$ cat src/rtl/ncl_pkg.sv
// Shared types and constants for the NCL receive bridge.
// Holds the dual-rail bit type, the rail-pair encodings and the bridge FSM states.
package ncl_pkg;

  // One NCL bit as a rail pair; the packed order puts rail1 in the upper bit.
  typedef struct packed {
    logic rail1;
    logic rail0;
  } dual_rail_logic;

  localparam logic [1:0] DR_NULL    = 2'b00;
  localparam logic [1:0] DR_ZERO    = 2'b01;
  localparam logic [1:0] DR_ONE     = 2'b10;
  localparam logic [1:0] DR_ILLEGAL = 2'b11;

  typedef enum logic [1:0] {
    WAIT_NULL,
    WAIT_DATA,
    HOLD
  } rx_state_e;

endpackage

$ cat src/rtl/ncl_dr_sync.sv
// Two-flop synchronizer applied to every rail of a dual-rail word.
// Ports:
//   clk   - destination clock (rising edge)
//   rst_n - asynchronous active-low reset, clears both stages to 0
//   din   - asynchronous dual-rail word
//   dout  - synchronized dual-rail word (second stage)
module ncl_dr_sync
  import ncl_pkg::*;
#(
  parameter int unsigned WIDTH = 6
) (
  input  logic                       clk,
  input  logic                       rst_n,
  input  dual_rail_logic [WIDTH-1:0] din,
  output dual_rail_logic [WIDTH-1:0] dout
);

  dual_rail_logic [WIDTH-1:0] meta_q;
  dual_rail_logic [WIDTH-1:0] sync_q;

  always_ff @(posedge clk or negedge rst_n) begin
    if (!rst_n) begin
      meta_q <= '0;
      sync_q <= '0;
    end else begin
      meta_q <= din;
      sync_q <= meta_q;
    end
  end

  assign dout = sync_q;

endmodule

$ cat src/rtl/ncl_rx_bridge.sv
// Bridge from an asynchronous NCL (dual-rail, NULL/DATA handshake) producer to a
// synchronous valid/ready consumer. The word is synchronized, must be complete and
// stable for SETTLE samples, then its rail1 values are presented as out_data.
// Ports:
//   clk, rst_n - clock (rising edge) and asynchronous active-low reset
//   din        - dual-rail result word from the producer
//   Ki         - 1 = request DATA, 0 = request NULL
//   out_valid  - captured result available
//   out_ready  - consumer accepts the result
//   out_data   - binary result (rail1 of the captured word)
//   err        - sticky illegal-encoding flag
// Build option: define NCL_RX_ILLEGAL_CHECK_EN to make err latch any 2'b11 rail pair;
// otherwise err is tied to 0.
module ncl_rx_bridge
  import ncl_pkg::*;
#(
  parameter int unsigned WIDTH  = 6,
  parameter int unsigned SETTLE = 2
) (
  input  logic                       clk,
  input  logic                       rst_n,
  input  dual_rail_logic [WIDTH-1:0] din,
  output logic                       Ki,
  output logic                       out_valid,
  input  logic                       out_ready,
  output logic [WIDTH-1:0]           out_data,
  output logic                       err
);

  localparam logic [3:0] SettleCnt = 4'(SETTLE);

  dual_rail_logic [WIDTH-1:0] sync_word;
  dual_rail_logic [WIDTH-1:0] prev_q;
  rx_state_e                  state_q, state_d;
  logic [3:0]                 cnt_q, cnt_d;
  logic [WIDTH-1:0]           data_q;
  logic [1:0]                 prime_q;
  logic [WIDTH-1:0]           rail1;
  logic                       complete;
  logic                       all_null;
  logic                       capture;
`ifdef NCL_RX_ILLEGAL_CHECK_EN
  logic                       any_illegal;
  logic                       err_q;
`endif

  ncl_dr_sync #(
    .WIDTH(WIDTH)
  ) u_sync (
    .clk  (clk),
    .rst_n(rst_n),
    .din  (din),
    .dout (sync_word)
  );

  // Classify the synchronized word.
  always_comb begin
    complete = 1'b1;
    all_null = 1'b1;
    rail1    = '0;
`ifdef NCL_RX_ILLEGAL_CHECK_EN
    any_illegal = 1'b0;
`endif
    for (int i = 0; i < int'(WIDTH); i++) begin
      rail1[i] = sync_word[i].rail1;
      case ({sync_word[i].rail1, sync_word[i].rail0})
        DR_NULL:         complete = 1'b0;
        DR_ZERO, DR_ONE: all_null = 1'b0;
        default: begin
          complete = 1'b0;
          all_null = 1'b0;
`ifdef NCL_RX_ILLEGAL_CHECK_EN
          any_illegal = 1'b1;
`endif
        end
      endcase
    end
  end

  // The synchronizer resets to zeros, which decode as all-NULL. prime_q[1] only
  // goes high once the pipeline holds a genuine post-reset sample, so a reset
  // value can never fake the NULL phase and request DATA early.
  always_comb begin
    state_d = state_q;
    cnt_d   = '0;
    capture = 1'b0;
    unique case (state_q)
      WAIT_NULL: begin
        if (prime_q[1] && all_null) state_d = WAIT_DATA;
      end
      WAIT_DATA: begin
        if (complete) begin
          // A newly complete word is its own first identical sample.
          cnt_d = (sync_word == prev_q) ? cnt_q + 4'd1 : 4'd1;
          if (cnt_d == SettleCnt) begin
            capture = 1'b1;
            cnt_d   = '0;
            state_d = HOLD;
          end
        end
      end
      HOLD: begin
        if (out_ready) state_d = WAIT_NULL;
      end
      default: state_d = WAIT_NULL;
    endcase
  end

  always_ff @(posedge clk or negedge rst_n) begin
    if (!rst_n) begin
      state_q <= WAIT_NULL;
      cnt_q   <= '0;
      prev_q  <= '0;
      data_q  <= '0;
      prime_q <= '0;
    end else begin
      state_q <= state_d;
      cnt_q   <= cnt_d;
      prev_q  <= sync_word;
      prime_q <= {prime_q[0], 1'b1};
      if (capture) data_q <= rail1;
    end
  end

`ifdef NCL_RX_ILLEGAL_CHECK_EN
  always_ff @(posedge clk or negedge rst_n) begin
    if (!rst_n) begin
      err_q <= 1'b0;
    end else if (any_illegal) begin
      err_q <= 1'b1;
    end
  end
  assign err = err_q;
`else
  assign err = 1'b0;
`endif

  assign Ki        = (state_q != WAIT_NULL);
  assign out_valid = (state_q == HOLD);
  assign out_data  = data_q;

endmodule

$ cat config.mk
export PLATFORM = sky130hd
export DESIGN_NAME = ncl_rx_bridge
export DESIGN_NICKNAME = d
export VERILOG_FILES = /design/src/rtl/ncl_pkg.sv /design/src/rtl/ncl_dr_sync.sv /design/src/rtl/ncl_rx_bridge.sv
export SDC_FILE = /design/constraint.sdc
export NUM_CORES = 1
export LEC_CHECK = 0
export ABC_AREA = 0
export BUFFER_PORTS_ARGS = -buffer_cell sky130_fd_sc_hd__buf_2
export CORE_UTILIZATION = 25
export DETAILED_ROUTE_END_ITERATION = 10
export HOLD_SLACK_MARGIN = 0.08
export PLACE_DENSITY = 0.42
export SLEW_MARGIN = 0
export SYNTH_ARGS = -nofsm -noshare
export SYNTH_HDL_FRONTEND = slang
export SYNTH_SLANG_ARGS = --single-unit
$ cat constraint.sdc
create_clock -name clk -period 4.53 [get_ports clk]
set_input_delay 0.2265 -clock clk [delete_from_list [all_inputs] [get_ports clk]]
set_output_delay 0.2265 -clock clk [all_outputs]
set_load 0.005 [all_outputs]
==> impl_metrics.json <==
{
  "fp.dieW_um": 88.5,
  "tns_ns": 0,
  "synth_fp_nets": 145,
  "fmax_mhz": 452,
  "row_count": 31,
  "viasPerCell": 3.73,
  "min_path_type": "input pin to async pin",
  "ir_worst_vdd_uv": 106,
  "cts-resized-gates": 0,
  "coreArea_um2": 7250,
  "max_cap_violations": 0,
  "cts_tree": "yes",
  "cts_num_sinks": 50,
  "drive_gt1_share_pct": 26.2,
  "r2r_start": "u_sync.dout[3]",
  "drtIter0Drc": 46,
  "max_slew_margin_pct": 27.3,
  "worstPathBufferInverterCount": 1,
  "synth-seq-area-share_pct": 66.8,
  "slowest_stage": "nor3_4",
  "gr-total-overflow": 0,
  "reg2reg_slack_ns": 2.32,
  "whs_ns": 0.127,
  "cp_max_fo": 7,
  "syn_avg_cell_area_um2": 15.2,
  "die_height_um": 88.5,
  "gp_congestion": 0.741,
  "setup_violations": 0,
  "p_leak_nw": 1.13,
  "worst_slew_pin_slew_ns": 1.09,
  "critPathMaxStageDelay_ns": 0.47,
  "vias": 980,
  "io_buffers": 22,
  "drc_errors": 0,
  "start_kind": "flip-flop",
  "crit_type": "flip-flop to flip-flop",
  "netlist_area_um2": 1870,
  "path_cells": "inv_1 > ha_1 > nand4_1 > nor2_1 > nand4_4 > nor3_4 > mux2_4",
  "insertedDiodeCount": 0,
  "min_period_over_period_pct": 48.8,
  "ys_ff_latch": 50,
  "layout-area-overhead-vs-synth_pct": 23.4,
  "yosysWarnings": 0,
  "cts_max_level": 2,
  "worstSetupEndpointType": "flip-flop",
  "grtUsageTotal_pct": 8.67,
  "cts_buffer_depth": 2,
  "insertion_delay_ns": 0.30,
  "wl_per_cell_um": 10.8,
  "finalHoldViolCount": 0,
  "final_common_cell": "dfrtp_1",
  "dp_hpwl_um": 2050,
  "ant_nets": 0,
  "reg2reg_depth": 7,
  "maxSlewViolCount": 0,
  "grt_pass1_vias": 1022,
  "critical_path_arrival_ns": 2.40,
  "syn_inst": 123,
  "power_density_nw_per_um2": 338,
  "fin_skew_ns": 0.00990,
  "critical_path.top_delay_family": "simple AND/OR/NAND/NOR gates",
  "antenna_found_initial": 0,
  "drt_first_pass_iters": 2,
  "grt_pass1_wl_um": 4890,
  "start_util_pct": 25.8,
  "nNetsFinal": 185,
  "final_cell_mix": "50 x dfrtp_1, 22 x buf_2, 13 x inv_1, 13 x xor2_1, 12 x dlygate4sd3_1",
  "ys_types": 28,
  "outcome": "completed",
  "finalWirelength_um": 2840,
  "fin_crit_ns": 2.21,
  "cts_hold_buf": 12,
  "dieArea_um2": 7840,
  "clockRootBuffer": "clkbuf_8",
  "numCtsBuffers": 5,
  "ios": 24,
  "worst_ep_required_time_ns": 4.72,
  "grt_max_degree": 51,
  "cts_setup_buffers": 0,
  "cts.clk_slew.worst_paths_ns": 0.09,
  "rsz0062_at_grt": "no",
  "worstReg2RegEnd": "out_data[1]"
}
how the worst max path moves through the flow:
| stage | start | endpoint | slack [ns] | cells past startpoint |
|---|---|---|---|---|
| after floorplan | u_sync.dout[3] | out_data[0] | 2.56 | 7 |
| after global placement | u_sync.dout[3] | out_data[4] | 2.35 | 7 |
| after detailed placement | u_sync.dout[3] | out_data[1] | 2.25 | 7 |
| after CTS | u_sync.dout[3] | out_data[1] | 2.24 | 7 |
| after global routing | u_sync.dout[3] | out_data[1] | 2.12 | 7 |
| final | u_sync.dout[3] | out_data[1] | 2.32 | 7 |
cell usage after synthesis (all sizes together):
| library cell | instances | area [µm²] |
|---|---|---|
| xnor2 | 2 | 17.5 |
| nor4 | 4 | 70.1 |
| o21bai | 1 | 7.51 |
| nand3 | 3 | 15.0 |
| dfrtp | 50 | 1250 |
| o21ai | 1 | 5.00 |
| nand4b | 1 | 8.76 |
| buf | 1 | 7.51 |
| a21oi | 1 | 5.00 |
| a21o | 1 | 7.51 |
| or2 | 1 | 6.26 |
| conb | 2 | 7.51 |
| mux2 | 6 | 90.1 |
| inv | 13 | 48.8 |
| nor2b | 1 | 6.26 |
| xor2 | 13 | 114 |
| nor3 | 2 | 21.3 |
| ha | 7 | 87.6 |
| and3 | 2 | 13.8 |
| a21boi | 1 | 7.51 |
| bufinv | 1 | 17.5 |
| nand4 | 3 | 33.8 |
| nand2 | 1 | 3.75 |
| nor2 | 5 | 18.8 |
sequential cells by signal (all words and copies together), names as in the netlist:
signal,flops
prev_q,12
u_sync.dout,12
u_sync.meta_q,12
out_data,6
cnt_q,4
prime_q,2
state_q,2
power breakdown:
part	internal, mW	total (mW)	switching [mW]
logic	0.0214	0.0480	0.0266
registers	0.463	0.473	0.00960
clock network	0.123	0.260	0.137
layer usage:
layer | wire length, µm | share of wire (%) | GRT usage, %
met5 | 0 | 0 | 0
met3 | 128 | 4.5 | 3.08
met4 | 75 | 2.6 | 5.72
met2 | 1370 | 48 | 13.1
met1 | 1270 | 45 | 10.5
final cells by class:
class / count / area, µm²
multi-input combinational: 58 / 547
sequential: 50 / 1250
tap: 99 / 124
fill: 754 / 4940
inverter: 14 / 66.3
timing repair buffer: 34 / 230
clock inverter: 1 / 5.00
clock buffer: 7 / 86.3
logic make-up (layout without fill, tap and decap cells):
| kind of cell | after synthesis | after routing | share of synthesized area [%] |
|---|---|---|---|
| other | 2 | 2 | 0.401 |
| muxes | 6 | 6 | 4.81 |
| buffers and inverters | 15 | 56 | 3.94 |
| adders and majority gates | 7 | 7 | 4.68 |
| DFF | 50 | 50 | 66.8 |
| AOI/OAI and AO/OA | 5 | 5 | 1.74 |
| xor gates and xnor gates | 15 | 15 | 7.02 |
| and+or+nand+nor | 23 | 23 | 10.6 |
metrics by stage:
stage / utilization (%) / setup slack (ns) / instance area [µm²] / power (mW) / cells
floorplan: - / 2.56 / 1870 / 0.503 / 123
global placement: 28.9 / 2.35 / 2100 / 0.523 / 243
detailed placement: 28.9 / 2.25 / 2100 / 0.524 / 243
CTS: 31.8 / 2.24 / 2310 / 0.798 / 263
global route: 31.8 / 2.12 / 2310 / 0.824 / 263
finish: 31.8 / 2.32 / 2310 / 0.781 / 263
Note: power is estimated with default switching activity, not from simulation.
